--- config.mk ---
export PLATFORM = sky130hd
export DESIGN_NAME = alu_wb_queue_flat
export DESIGN_NICKNAME = d
export VERILOG_FILES = /design/src/rtl/alu_wb_queue_if.sv /design/src/rtl/alu_wb_queue.sv /design/src/flat_wrapper.sv
export SDC_FILE = /design/constraint.sdc
export NUM_CORES = 1
export LEC_CHECK = 0
export ABC_CLOCK_PERIOD_IN_PS = 3450
export BUFFER_PORTS_ARGS = -buffer_cell sky130_fd_sc_hd__buf_2
export CAP_MARGIN = 20
export CORE_MARGIN = 3
export CORE_UTILIZATION = 40
export DETAILED_ROUTE_END_ITERATION = 8
export PLACE_DENSITY = 0.71
export SYNTH_ARGS = -nofsm -noshare
export SYNTH_HDL_FRONTEND = slang
export SYNTH_SLANG_ARGS = --single-unit
--- constraint.sdc ---
create_clock -name clk -period 3.45 [get_ports clk]
set_input_delay 0.1725 -clock clk [delete_from_list [all_inputs] [get_ports clk]]
set_output_delay 0.1725 -clock clk [all_outputs]
set_load 0.05 [all_outputs]
--- src/rtl/alu_wb_queue_if.sv ---
// rtl/alu_wb_queue_if.sv - ALU completion / writeback handshake bundle for alu_wb_queue
interface alu_wb_queue_if #(
    parameter int XLEN                 = 64,
    parameter int PHY_REG_ADDR_WIDTH   = 6,
    parameter int ROB_INDEX_WIDTH      = 6,
    parameter int EXCEPTION_CODE_WIDTH = 4
);
    // ALU completion side
    logic                            alu_done_i;
    logic [PHY_REG_ADDR_WIDTH-1:0]   alu_rd_addr_i;
    logic [ROB_INDEX_WIDTH-1:0]      alu_rob_index_i;
    logic [XLEN-1:0]                 alu_result_i;
    logic                            alu_exception_valid_i;
    logic [EXCEPTION_CODE_WIDTH-1:0] alu_ecause_i;
    logic                            alu_stall_o;

    // Writeback side
    logic                            wb_valid_o;
    logic                            wb_ready_i;
    logic                            wb_rf_we_o;
    logic [PHY_REG_ADDR_WIDTH-1:0]   wb_rd_addr_o;
    logic [XLEN-1:0]                 wb_data_o;
    logic [ROB_INDEX_WIDTH-1:0]      wb_rob_index_o;
    logic                            wb_exception_valid_o;
    logic [EXCEPTION_CODE_WIDTH-1:0] wb_ecause_o;

    // Driver of ALU results and consumer of writebacks
    modport master (
        output alu_done_i, alu_rd_addr_i, alu_rob_index_i, alu_result_i,
               alu_exception_valid_i, alu_ecause_i, wb_ready_i,
        input  alu_stall_o, wb_valid_o, wb_rf_we_o, wb_rd_addr_o, wb_data_o,
               wb_rob_index_o, wb_exception_valid_o, wb_ecause_o
    );

    // The queue itself
    modport slave (
        input  alu_done_i, alu_rd_addr_i, alu_rob_index_i, alu_result_i,
               alu_exception_valid_i, alu_ecause_i, wb_ready_i,
        output alu_stall_o, wb_valid_o, wb_rf_we_o, wb_rd_addr_o, wb_data_o,
               wb_rob_index_o, wb_exception_valid_o, wb_ecause_o
    );
endinterface

--- src/rtl/alu_wb_queue.sv ---
// rtl/alu_wb_queue.sv - circular FIFO between ALU completion and writeback; optional combinational bypass under ALU_WB_BYPASS_EN
module alu_wb_queue #(
    parameter int XLEN                 = 64,
    parameter int PHY_REG_ADDR_WIDTH   = 6,
    parameter int ROB_INDEX_WIDTH      = 6,
    parameter int EXCEPTION_CODE_WIDTH = 4,
    parameter int DEPTH                = 4
) (
    input  logic                     clk,
    input  logic                     rstn,
    input  logic                     flush,
    alu_wb_queue_if.slave            bus,
    output logic [$clog2(DEPTH):0]   count_o
);
    localparam int AW = $clog2(DEPTH);
    localparam int CW = AW + 1;
    localparam logic [CW-1:0] FULL_COUNT = CW'(DEPTH);
    localparam logic [AW-1:0] LAST_PTR   = AW'(DEPTH - 1);

    logic [AW-1:0] r_wr_ptr;
    logic [AW-1:0] r_rd_ptr;
    logic [CW-1:0] r_count;

    // Entry storage is not reset: validity is tracked by r_count alone
    logic [XLEN-1:0]                 r_data_mem   [DEPTH];
    logic [PHY_REG_ADDR_WIDTH-1:0]   r_rd_mem     [DEPTH];
    logic [ROB_INDEX_WIDTH-1:0]      r_rob_mem    [DEPTH];
    logic                            r_exc_mem    [DEPTH];
    logic [EXCEPTION_CODE_WIDTH-1:0] r_ecause_mem [DEPTH];

    logic                            w_full;
    logic                            w_empty;
    logic                            w_push;
    logic                            w_pop;
    logic                            w_bypass_take;
    logic                            w_head_valid;
    logic [XLEN-1:0]                 w_head_data;
    logic [PHY_REG_ADDR_WIDTH-1:0]   w_head_rd;
    logic [ROB_INDEX_WIDTH-1:0]      w_head_rob;
    logic                            w_head_exc;
    logic [EXCEPTION_CODE_WIDTH-1:0] w_head_ecause;

    assign w_full  = (r_count == FULL_COUNT);
    assign w_empty = (r_count == '0);

`ifdef ALU_WB_BYPASS_EN
    logic w_bypass_valid;

    // With an empty queue the ALU result is presented straight to writeback;
    // if writeback takes it in the same cycle it never enters the queue
    assign w_bypass_valid = w_empty & bus.alu_done_i & ~flush & rstn;
    assign w_bypass_take  = w_bypass_valid & bus.wb_ready_i;
    assign w_head_valid   = w_empty ? w_bypass_valid             : 1'b1;
    assign w_head_data    = w_empty ? bus.alu_result_i           : r_data_mem[r_rd_ptr];
    assign w_head_rd      = w_empty ? bus.alu_rd_addr_i          : r_rd_mem[r_rd_ptr];
    assign w_head_rob     = w_empty ? bus.alu_rob_index_i        : r_rob_mem[r_rd_ptr];
    assign w_head_exc     = w_empty ? bus.alu_exception_valid_i  : r_exc_mem[r_rd_ptr];
    assign w_head_ecause  = w_empty ? bus.alu_ecause_i           : r_ecause_mem[r_rd_ptr];
`else
    // Head is always the oldest stored entry, visible the cycle after its push
    assign w_bypass_take  = 1'b0;
    assign w_head_valid   = ~w_empty;
    assign w_head_data    = r_data_mem[r_rd_ptr];
    assign w_head_rd      = r_rd_mem[r_rd_ptr];
    assign w_head_rob     = r_rob_mem[r_rd_ptr];
    assign w_head_exc     = r_exc_mem[r_rd_ptr];
    assign w_head_ecause  = r_ecause_mem[r_rd_ptr];
`endif

    // Full is judged on the registered count, so a same-cycle pop never frees a slot early
    assign w_push = bus.alu_done_i & ~w_full & ~flush & ~w_bypass_take;
    assign w_pop  = ~w_empty & bus.wb_ready_i & ~flush;

    assign bus.alu_stall_o          = w_full;
    assign bus.wb_valid_o           = w_head_valid;
    assign bus.wb_rf_we_o           = w_head_valid & ~w_head_exc & (w_head_rd != '0);
    assign bus.wb_rd_addr_o         = w_head_rd;
    assign bus.wb_data_o            = w_head_data;
    assign bus.wb_rob_index_o       = w_head_rob;
    assign bus.wb_exception_valid_o = w_head_exc;
    assign bus.wb_ecause_o          = w_head_ecause;
    assign count_o                  = r_count;

    // Pointer and occupancy bookkeeping; flush empties the queue and drops same-cycle traffic
    always_ff @(posedge clk or negedge rstn) begin
        if (!rstn) begin
            r_wr_ptr <= '0;
            r_rd_ptr <= '0;
            r_count  <= '0;
        end else if (flush) begin
            r_wr_ptr <= '0;
            r_rd_ptr <= '0;
            r_count  <= '0;
        end else begin
            if (w_push) begin
                r_wr_ptr <= (r_wr_ptr == LAST_PTR) ? '0 : r_wr_ptr + AW'(1);
            end
            if (w_pop) begin
                r_rd_ptr <= (r_rd_ptr == LAST_PTR) ? '0 : r_rd_ptr + AW'(1);
            end
            case ({w_push, w_pop})
                2'b10:   r_count <= r_count + CW'(1);
                2'b01:   r_count <= r_count - CW'(1);
                default: r_count <= r_count;
            endcase
        end
    end

    // Capture all ALU completion fields into the tail slot on push
    always_ff @(posedge clk) begin
        if (w_push) begin
            r_data_mem[r_wr_ptr]   <= bus.alu_result_i;
            r_rd_mem[r_wr_ptr]     <= bus.alu_rd_addr_i;
            r_rob_mem[r_wr_ptr]    <= bus.alu_rob_index_i;
            r_exc_mem[r_wr_ptr]    <= bus.alu_exception_valid_i;
            r_ecause_mem[r_wr_ptr] <= bus.alu_ecause_i;
        end
    end
endmodule

--- src/flat_wrapper.sv ---
// flat-port wrapper written by rule: the top's interface ports become plain ports
module alu_wb_queue_flat 
#(
    parameter int XLEN                 = 64,
    parameter int PHY_REG_ADDR_WIDTH   = 6,
    parameter int ROB_INDEX_WIDTH      = 6,
    parameter int EXCEPTION_CODE_WIDTH = 4,
    parameter int DEPTH                = 4
)
  (clk, rstn, flush, count_o, bus_alu_done_i, bus_alu_rd_addr_i, bus_alu_rob_index_i, bus_alu_result_i, bus_alu_exception_valid_i, bus_alu_ecause_i, bus_wb_ready_i, bus_alu_stall_o, bus_wb_valid_o, bus_wb_rf_we_o, bus_wb_rd_addr_o, bus_wb_data_o, bus_wb_rob_index_o, bus_wb_exception_valid_o, bus_wb_ecause_o);
  alu_wb_queue_if #(.XLEN(XLEN), .PHY_REG_ADDR_WIDTH(PHY_REG_ADDR_WIDTH), .ROB_INDEX_WIDTH(ROB_INDEX_WIDTH), .EXCEPTION_CODE_WIDTH(EXCEPTION_CODE_WIDTH)) bus_i ();
  input  logic clk;
  input  logic rstn;
  input  logic flush;
  output logic [$clog2(DEPTH):0] count_o;
  input wire logic [$bits(bus_i.alu_done_i)-1:0] bus_alu_done_i;
  input wire logic [$bits(bus_i.alu_rd_addr_i)-1:0] bus_alu_rd_addr_i;
  input wire logic [$bits(bus_i.alu_rob_index_i)-1:0] bus_alu_rob_index_i;
  input wire logic [$bits(bus_i.alu_result_i)-1:0] bus_alu_result_i;
  input wire logic [$bits(bus_i.alu_exception_valid_i)-1:0] bus_alu_exception_valid_i;
  input wire logic [$bits(bus_i.alu_ecause_i)-1:0] bus_alu_ecause_i;
  input wire logic [$bits(bus_i.wb_ready_i)-1:0] bus_wb_ready_i;
  output wire logic [$bits(bus_i.alu_stall_o)-1:0] bus_alu_stall_o;
  output wire logic [$bits(bus_i.wb_valid_o)-1:0] bus_wb_valid_o;
  output wire logic [$bits(bus_i.wb_rf_we_o)-1:0] bus_wb_rf_we_o;
  output wire logic [$bits(bus_i.wb_rd_addr_o)-1:0] bus_wb_rd_addr_o;
  output wire logic [$bits(bus_i.wb_data_o)-1:0] bus_wb_data_o;
  output wire logic [$bits(bus_i.wb_rob_index_o)-1:0] bus_wb_rob_index_o;
  output wire logic [$bits(bus_i.wb_exception_valid_o)-1:0] bus_wb_exception_valid_o;
  output wire logic [$bits(bus_i.wb_ecause_o)-1:0] bus_wb_ecause_o;
  assign bus_i.alu_done_i = bus_alu_done_i;
  assign bus_i.alu_rd_addr_i = bus_alu_rd_addr_i;
  assign bus_i.alu_rob_index_i = bus_alu_rob_index_i;
  assign bus_i.alu_result_i = bus_alu_result_i;
  assign bus_i.alu_exception_valid_i = bus_alu_exception_valid_i;
  assign bus_i.alu_ecause_i = bus_alu_ecause_i;
  assign bus_i.wb_ready_i = bus_wb_ready_i;
  assign bus_alu_stall_o = bus_i.alu_stall_o;
  assign bus_wb_valid_o = bus_i.wb_valid_o;
  assign bus_wb_rf_we_o = bus_i.wb_rf_we_o;
  assign bus_wb_rd_addr_o = bus_i.wb_rd_addr_o;
  assign bus_wb_data_o = bus_i.wb_data_o;
  assign bus_wb_rob_index_o = bus_i.wb_rob_index_o;
  assign bus_wb_exception_valid_o = bus_i.wb_exception_valid_o;
  assign bus_wb_ecause_o = bus_i.wb_ecause_o;
  alu_wb_queue #(.XLEN(XLEN), .PHY_REG_ADDR_WIDTH(PHY_REG_ADDR_WIDTH), .ROB_INDEX_WIDTH(ROB_INDEX_WIDTH), .EXCEPTION_CODE_WIDTH(EXCEPTION_CODE_WIDTH), .DEPTH(DEPTH)) u_core (.clk(clk), .rstn(rstn), .flush(flush), .bus(bus_i), .count_o(count_o));
endmodule
**After elaboration in Yosys (flattened, before gate mapping)**

Memories as Yosys holds them, arrays and structs flattened.
Index checks and enable logic that the tools add are counted.

- Logic and storage cells: 42
- Bits in writable memories: 324
- Output and inout bits: 87
- Memories kept: 5
- Input port bits: 86
- Flip-flop bits (word level): 7

Memories:

| memory | words | width | rd ports | clocked after Yosys merged registers in | write ports | RTL line | text |
|---|---|---|---|---|---|---|---|
| u_core.r_data_mem | 4 | 64 | 1 | 0 | 1 | alu_wb_queue.sv:25 | `logic [XLEN-1:0] r_data_mem [DEPTH];` |
| u_core.r_rd_mem | 4 | 6 | 1 | 0 | 1 | alu_wb_queue.sv:26 | `logic [PHY_REG_ADDR_WIDTH-1:0] r_rd_mem [DEPTH];` |
| u_core.r_rob_mem | 4 | 6 | 1 | 0 | 1 | alu_wb_queue.sv:27 | `logic [ROB_INDEX_WIDTH-1:0] r_rob_mem [DEPTH];` |
| u_core.r_ecause_mem | 4 | 4 | 1 | 0 | 1 | alu_wb_queue.sv:29 | `logic [EXCEPTION_CODE_WIDTH-1:0] r_ecause_mem [DEPTH];` |
| u_core.r_exc_mem | 4 | 1 | 1 | 0 | 1 | alu_wb_queue.sv:28 | `logic r_exc_mem [DEPTH];` |

- Bitwise gates (word level): 10
- Reduce and logical (&&, ||, !) cells: 5
- Eq/ne operators: 5
- Add/sub/neg operators: 4
- Muxes and demuxes: 10

Operators by type and width:

| operator | number |
|---|---|
| 2-to-1 mux 2 bit | 6 |
| AND 1 bit | 6 |
| equality test 2 bit, second input constant | 3 |
| one-hot mux 3 bit (2 select lines) | 1 |
| nonzero test 6 bit | 1 |
| adder 2 x 1 -> 2 bit, second input constant | 2 |
| NOT 1 bit | 4 |
| nonzero test 2 bit | 2 |
| adder 3 x 1 -> 3 bit, second input constant | 1 |
| equality test 3 bit, second input constant | 1 |
| logical NOT 3 bit | 1 |
| 2-to-1 mux 3 bit | 1 |
| nonzero test 3 bit | 1 |
| subtractor 3 x 1 -> 3 bit, second input constant | 1 |
| equality test 2 x 1 -> 1 bit, second input constant | 1 |
| 2-to-1 mux 1 bit | 2 |

**Depth between registers and ports, before layout**

Gate-level depths: netlist of run 1.

- Depth after elaboration: 7
- Mapped depth: 6
- Depth with buffers taken out: 6

**Worst setup path before layout of run 1**

OpenSTA, ideal clock, no wires.

- Path type: flip-flop to flip-flop
- From: register u_core.r_count[0], in the netlist u_core.count_o[0]
- To: memory u_core.r_data_mem[0][0] (enable)
- Data required time: 3001 ps
- Stages on the path, launching flop included: 5
- Slack: -132 ps
- Library setup time: 449 ps
- Path buffers: 0
- Data arrival time: 3134 ps
- Path through: dfrtp_1 -> or3b_2 -> nand2_1 -> nor2_1 -> and2_1

- Cells in the longest elaborated chain, start to end: 6

Ends and longest elaborated chain:

| item | RTL line | text |
|---|---|---|
| start, declared | alu_wb_queue.sv:22 | `logic [CW-1:0] r_count;` |
| start signal, assigned | alu_wb_queue.sv:102 | `2'b10: r_count <= r_count + CW'(1);` |
| start signal, assigned | alu_wb_queue.sv:103 | `2'b01: r_count <= r_count - CW'(1);` |
| start signal, assigned | alu_wb_queue.sv:104 | `default: r_count <= r_count;` |
| equality test 3 bit | alu_wb_queue.sv:43 | `assign w_full = (r_count == FULL_COUNT);` |
| NOT 1 bit | alu_wb_queue.sv:71 | `assign w_push = bus.alu_done_i & ~w_full & ~flush & ~w_bypass_take;` |
| AND 1 bit (2 in series) | alu_wb_queue.sv:71 |  |
| 2-to-1 mux 1 bit | alu_wb_queue.sv:111 | `if (w_push) begin` |
| 2-to-1 mux 1 bit (not written as such) | alu_wb_queue.sv:112 | `r_data_mem[r_wr_ptr] <= bus.alu_result_i;` |
| end, declared | alu_wb_queue.sv:25 |  |

No other way between the ends.

**Final worst setup path of run 1**

- From: register u_core.r_rd_ptr[0]
- To: output bus_wb_rf_we_o

- Cells in the longest elaborated chain, start to end: 4
- Elaborated cells between the ends (all ways): 6
- Those cells by class: bitwise (3); reduce/logical (1); memory (2)

Ends and longest elaborated chain:

| item | RTL line | text |
|---|---|---|
| start, declared | alu_wb_queue.sv:21 | `logic [AW-1:0] r_rd_ptr;` |
| start signal, assigned | alu_wb_queue.sv:99 | `r_rd_ptr <= (r_rd_ptr == LAST_PTR) ? '0 : r_rd_ptr + AW'(1);` |
| memory read (4 x 1 bit) | - |  |
| NOT 1 bit | alu_wb_queue.sv:76 | `assign bus.wb_rf_we_o = w_head_valid & ~w_head_exc & (w_head_rd != '0);` |
| AND 1 bit | alu_wb_queue.sv:76 |  |
| AND 1 bit (*) | alu_wb_queue.sv:76 |  |
| end, declared | flat_wrapper.sv:25 | `output wire logic [$bits(bus_i.wb_rf_we_o)-1:0] bus_wb_rf_we_o;` |

Mark *: on every way between the ends. The rest lies on a longest branch, timed or not.

==> metrics.txt, run 1 <==
sequential area share after synthesis 81.6%; pre-CTS WS 0.865 ns; CTS tree built; Initial Util 40.7%; min cycle time layout 3.04 ns; DRT antenna net count 0; Layout Cells excl Fill 1176; CP Max Fanout 23; area leader, netlist edfxtp_1; antenna cells 0; final WL 23.4 mm; HP Class input port to asynchronous set/reset pin; Post-Syn Instances 476; Setup TNS 0 ns; initial antenna violation count 1; Finish-stage setup viols 0; fmax 329 MHz; setup slack, reg-to-reg 1.15 ns; Final #Nets 856; R2R depth 6; RSZ-0062 raised after global routing false; remaining global-route overflow 0; Synthesized Nets 568; Global Route Usage Sum 14.4%; required time worst endpoint 3.28 ns; H-tree Lvls 2; register bit total from synthesis 331; final worst setup slack 0.411 ns; Worst Setup SP u_core.r_rd_ptr[0]; post-DR vias/cell 5.00; post-synth cell types 26; post-synth top area share 80.2%; Die X 180 microns; syn_area_per_cell 25.5 sq um; Vias 5881; clock sink count 331; Placeable Area 0.0298 sq mm; P_leak 5.27 nW; Synth Warn # 0; DRC 0; dpl cells 1032; Least-Margin Pin Slew 0.635 ns; clock latency on the worst-skew pair 0.50 ns; Synth area leaders edfxtp_1 (80%), mux4_2 (15%), dfrtp_1 (1.4%); root buf cell clkbuf_16; WL per Instance 19.9 microns; Worst path max stage delay 0.72 ns; Die ar. 0.0325 sq mm; Tcrit/Tclk final 88.1%; initial DRC count 427; post-DP HPWL 14.1 mm; crit path capture bus_wb_rf_we_o; Max Buffers Root-to-Sink 3; async set-reset flop share out of synthesis 2.11%; PortBufs 172; final count of hold timing violations 0; synthesized area 0.0121 sq mm; startpoint types flip-flop; vias in the first global route 6332; Cell Rows 63; CTS Buf Count 35; Data arrival, critical path 2.87 ns; Max Slew Vio Count 0; die height 180 microns; crit-path cells mux4_2, or4_1, nor3_2, nor3_1, buf_2; Post-synth EDFFs 324; GPL Wtd Cong 0.697; max_cap viols 0; Reg-to-Reg End u_core.count_o[2]; Crit. End Element primary output; Worst VDD drop 0.546 mV; Synth Flop Type edfxtp_1; CP max stage cell dfrtp_4; power per standard cell area 686 mW/mm^2; first-pass GRT wire length 36.8 mm; Slew HR 57.7%; Clock transition at path regs 0.06 ns; clock skew 0.0140 ns; DR pass1 iterations 5; largest net degree at the start of global routing 53; num ports 173; layout cells sized above 1 40.8%; critical path class flip-flop to primary output; area grow syn2layout 27.8%; Critical R2R Launch u_core.count_o[0]; FILL cells 2336; run status finished, final reports clean
[worst min path at each step]
stage | startpoint | end | slack (ns) | cells after the start
final | rstn | u_core.r_rd_ptr[0] | 0.11 | 2
after global routing | rstn | u_core.r_rd_ptr[0] | 0.09 | 2
after CTS | rstn | u_core.r_rd_ptr[0] | 0.07 | 2
after detailed placement | rstn | u_core.r_wr_ptr[1] | 0.03 | 1
after global placement | rstn | u_core.r_wr_ptr[1] | 0.03 | 1
after floorplan | rstn | u_core.count_o[0] | -0.12 | 0
[critical path, delay by kind of cell (launching register included)]
kind	cells	cell delay, ns
simple gates	3	0.82
flops	1	0.72
mux	1	0.58
buf+inv	1	0.24
[state kept, by name (all words and copies together), names as in the netlist]
name and cells:
u_core.r_wr_ptr 2, u_core.r_ecause_mem 16, u_core.r_data_mem 256, u_core.r_rob_mem 24
u_core.r_rd_mem 24, u_core.r_exc_mem 4, u_core.count_o 3, u_core.r_rd_ptr 2
[report_power, final]
part | total (W) | leakage [nW] | switching [W] | internal, W
logic | 0.00233 | 1.70 | 0.00157 | 0.000762
registers | 0.00474 | 3.03 | 0.000110 | 0.00463
clock network | 0.00357 | 0.534 | 0.00139 | 0.00218
[layer usage]
| layer | track usage (%) | vias up | wire length (microns) |
|---|---|---|---|
| met5 | 0 | - | 13 |
| met4 | 4.42 | 2 | 651 |
| met3 | 3.75 | 50 | 1500 |
| met2 | 23.7 | 182 | 11500 |
| met1 | 19.0 | 3024 | 9800 |
| li1 | - | 2623 | - |
[cell families (layout without fill, tap and decap cells)]
family	after synthesis	count (layout)	share of synthesized area, %
xor+xnor	1	1	0.0722
simple gates	23	23	1.03
mux	84	84	15.3
buf+inv	23	333	0.866
compound gates	8	8	0.433
flops	331	331	81.6
fa+ha+maj	6	6	0.680
[synthesized netlist by cell type (3+ instances only)]
master and number:
nor2_1 5, nand3_1 4, buf_2 9, ha_1 5, and2_1 4, edfxtp_1 324
inv_1 4, mux4_2 81, dfrtp_1 7, a21oi_1 4, clkbuf_1 8, nor3_1 3
[per-stage QoR]
| stage | power, W | hold WS (ns) | utilization (%) | instance area (sq um) |
|---|---|---|---|---|
| CTS | 0.0108 | 0.0670 | 52.1 | 15500 |
| global route | 0.0111 | 0.0899 | 52.1 | 15500 |
| global placement | 0.00710 | 0.0298 | 45.5 | 13600 |
| finish | 0.0106 | 0.107 | 52.1 | 15500 |
| detailed placement | 0.00712 | 0.0328 | 45.5 | 13600 |
| floorplan | 0.00657 | -0.123 | - | 12100 |
[repair_timing]
action	CTS	global route
buffers inserted	0	0
resized for setup	0	0
hold buffers	85	0
endpoints found under the hold margin	337	0
[cell type report]
cell class / instances / area [sq um] / area share (%)
well taps: 390 / 488 / 3.15
multi-input cells: 122 / 2140 / 13.8
flip-flops and latches: 331 / 9910 / 63.9
clock buffers: 47 / 963 / 6.21
clock inverters: 12 / 136 / 0.879
repair buffers: 270 / 1860 / 12.0
inverters: 4 / 15.0 / 0.0968
[placed cells by master, fill, tap and decap left out, types with 4 or more instances in the layout]
master           n
edfxtp_1       324
buf_2          172
dlygate4sd3_1   85
mux4_2          81
clkbuf_16       37
clkbuf_1        10
buf_4            9
nor2_1           5
ha_1             5
clkinv_1         5
dfrtp_1          5
inv_1            4
and2_4           4
a21oi_1          4
nand3_1          4
buf_12           4
(Power assumes the default switching activity.)
==> inputs of run 2 (changes only) <==
Settings changed: RECOVER_POWER set to 50.
==> run 2 against run 1 <==
Non-clock buffer count unchanged; setup slack got worse by 0.0054 ns; sequential share of layout area grew 0.48 points; clock skew up 0.0050 ns; sequential power about the same; power down 0.14%; critical endpoint unchanged; die area did not move; core utilization is 0.39 points lower.
==> metrics.txt, run 2 (synthesis results as in run 1) <==
Die X 180 microns (unchanged); HP Start bus_wb_ready_i; clock skew 0.0190 ns (+0.00497 ns); final WL 23.4 mm (about the same); initial antenna violation count 1 (unchanged); critical path class flip-flop to primary output; Worst VDD drop 0.546 mV (about the same); antenna cells 0 (unchanged); GR Layer Usage met3 3.75% (unchanged); Max Slew Vio Count 0 (unchanged); GRT busiest layer met2; Reg-to-Reg End u_core.r_data_mem[3][29]; Final #Nets 856 (unchanged); CTS tree built; M1 GR Usage 19.0% (unchanged); GRT met2 Usage 23.7% (unchanged); largest net degree at the start of global routing 53 (unchanged); Critical R2R Launch u_core.count_o[2]; max_cap viols 0 (unchanged); largest registers u_core.r_data_mem: 256 flops, u_core.r_rd_mem: 24 flops, u_core.r_rob_mem: 24 flops; most common cell after layout, fill and taps aside edfxtp_1; Post-CTS Setup Inserts 0 (unchanged); root buf cell clkbuf_16; Setup TNS 0 ns (unchanged); CP Max Fanout 23 (unchanged); WHS Endpoint u_core.r_rd_ptr[0]; most frequent cells in the layout edfxtp_1 (324), clkbuf_1 (96), buf_2 (86); Finish-stage setup viols 0 (unchanged); remaining global-route overflow 0 (unchanged); die height 180 microns (unchanged); Crit. End Element primary output; Least-Margin Pin Slew 1.22 ns (+0.584 ns); startpoint types flip-flop; post-cts resize count 0 (unchanged); Max Buffers Root-to-Sink 3 (unchanged); Tcrit/Tclk final 88.2% (+0.16 points); vias in the first global route 6332 (unchanged); required time worst endpoint 3.28 ns (about the same); final count of hold timing violations 0 (unchanged); fmax 328 MHz (-0.18%); clock sink count 331 (unchanged); Die ar. 0.0325 sq mm (unchanged); largest reg by FF count u_core.r_data_mem; Hold Path Depth 4; RSZ-0062 raised after global routing false; GPL Wtd Cong 0.697 (unchanged); clock latency on the worst-skew pair 0.50 ns (about the same); DRC 0 (unchanged); min cycle time layout 3.04 ns (+0.00544 ns); DR pass1 iterations 6 (+1); first-pass GRT wire length 36.8 mm (unchanged); max reg flops 256 (unchanged); Cell Rows 63 (unchanged); run status finished, final reports clean; setup slack, reg-to-reg 0.60 ns (-0.55 ns); WL per Instance 19.9 microns (about the same); Vias 5861 (-0.34%); Initial Util 40.7% (unchanged); H-tree Lvls 2 (unchanged); CTS Buf Count 35 (unchanged); Data arrival, critical path 2.87 ns (about the same); Slew HR 18.8% (-39 points); DRT antenna net count 0 (unchanged); P_leak 5.02 nW (-4.7%); design area 0.0154 sq mm (-0.74%); post-DR vias/cell 4.98 (-0.34%); R2R depth 5 (-1); HP Class input port to flip-flop; initial DRC count 402 (-5.9%); Clock transition at path regs 0.06 ns (about the same); dpl cell area 0.0136 sq mm (unchanged); power per standard cell area 690 mW/mm^2 (+0.61%); area grow syn2layout 26.9%; num ports 173 (unchanged); Global Route Usage Sum 14.4% (unchanged); post-DP HPWL 14.1 mm (unchanged); PortBufs 172 (unchanged); Placeable Area 0.0298 sq mm (unchanged); layout cells sized above 1 29.5% (-11 points)
==> run 2: cell types whose count changed in the layout (fill, tap and decap cells not counted) <==
cell      delta
buf_2       -86
and2_0       +2
clkbuf_1    +86
and2_4       -3
and2_1       +1
==> run 2: area by class of cell <==
| cell class | instances | area (sq um) |
|---|---|---|
| multi-input cells | 122 | 2130 |
| fillers | 2374 | 14400 |
| clock buffers | 47 | 963 |
| inverters | 4 | 15.0 |
| well taps | 390 | 488 |
| clock inverters | 12 | 136 |
| flip-flops and latches | 331 | 9910 |
| repair buffers | 270 | 1750 |
==> run 2: worst max-delay path by stage <==
stage / to / slack, ns / start / cells past startpoint
floorplan: u_core.r_data_mem[0][0] / 0.76 / u_core.count_o[0] / 4
global route: bus_wb_rf_we_o / 0.21 / u_core.r_rd_ptr[0] / 5
global placement: bus_wb_rf_we_o / 0.90 / u_core.r_rd_ptr[0] / 5
finish: bus_wb_rf_we_o / 0.41 / u_core.r_rd_ptr[0] / 5
CTS: bus_wb_rf_we_o / 0.31 / u_core.r_rd_ptr[0] / 5
detailed placement: bus_wb_rf_we_o / 0.86 / u_core.r_rd_ptr[0] / 5
==> run 2: repair_timing <==
item,4_1_cts,5_1_grt
hold endpoints to repair,337,0
hold buffers,85,0
setup endpoints to repair,0,0
==> run 2: stage by stage <==
stage | hold slack [ns] | power (W) | cells | utilization [%] | setup WS, ns
floorplan | -0.123 | 0.00657 | 476 | - | 0.762
global placement | 0.0298 | 0.00710 | 1032 | 45.5 | 0.896
detailed placement | 0.0328 | 0.00712 | 1032 | 45.5 | 0.865
CTS | 0.0670 | 0.0108 | 1176 | 52.1 | 0.306
global route | 0.146 | 0.0110 | 1176 | 51.7 | 0.208
finish | 0.145 | 0.0106 | 1176 | 51.7 | 0.406
==> run 2: power breakdown <==
part | leakage, nW | switching, W | internal, W
clock network | 0.534 | 0.00140 | 0.00218
registers | 3.03 | 0.000110 | 0.00463
logic | 1.45 | 0.00157 | 0.000741
total | 5.02 | 0.00308 | 0.00755
==> run 2: routing by layer <==
metal  part of all wire (%)  up-vias
met5                  0.055        -
met4                    3.0        2
met3                    6.3       51
met2                     49      176
met1                     42     3013
li1                       -     2619
==> run 2: worst max-delay path: stages, from the launching register on <==
cell and delay (ns):
dfrtp_4 0.72, mux4_2 0.58, or4_1 0.58, nor3_2 0.16
nor3_1 0.08, buf_2 0.24
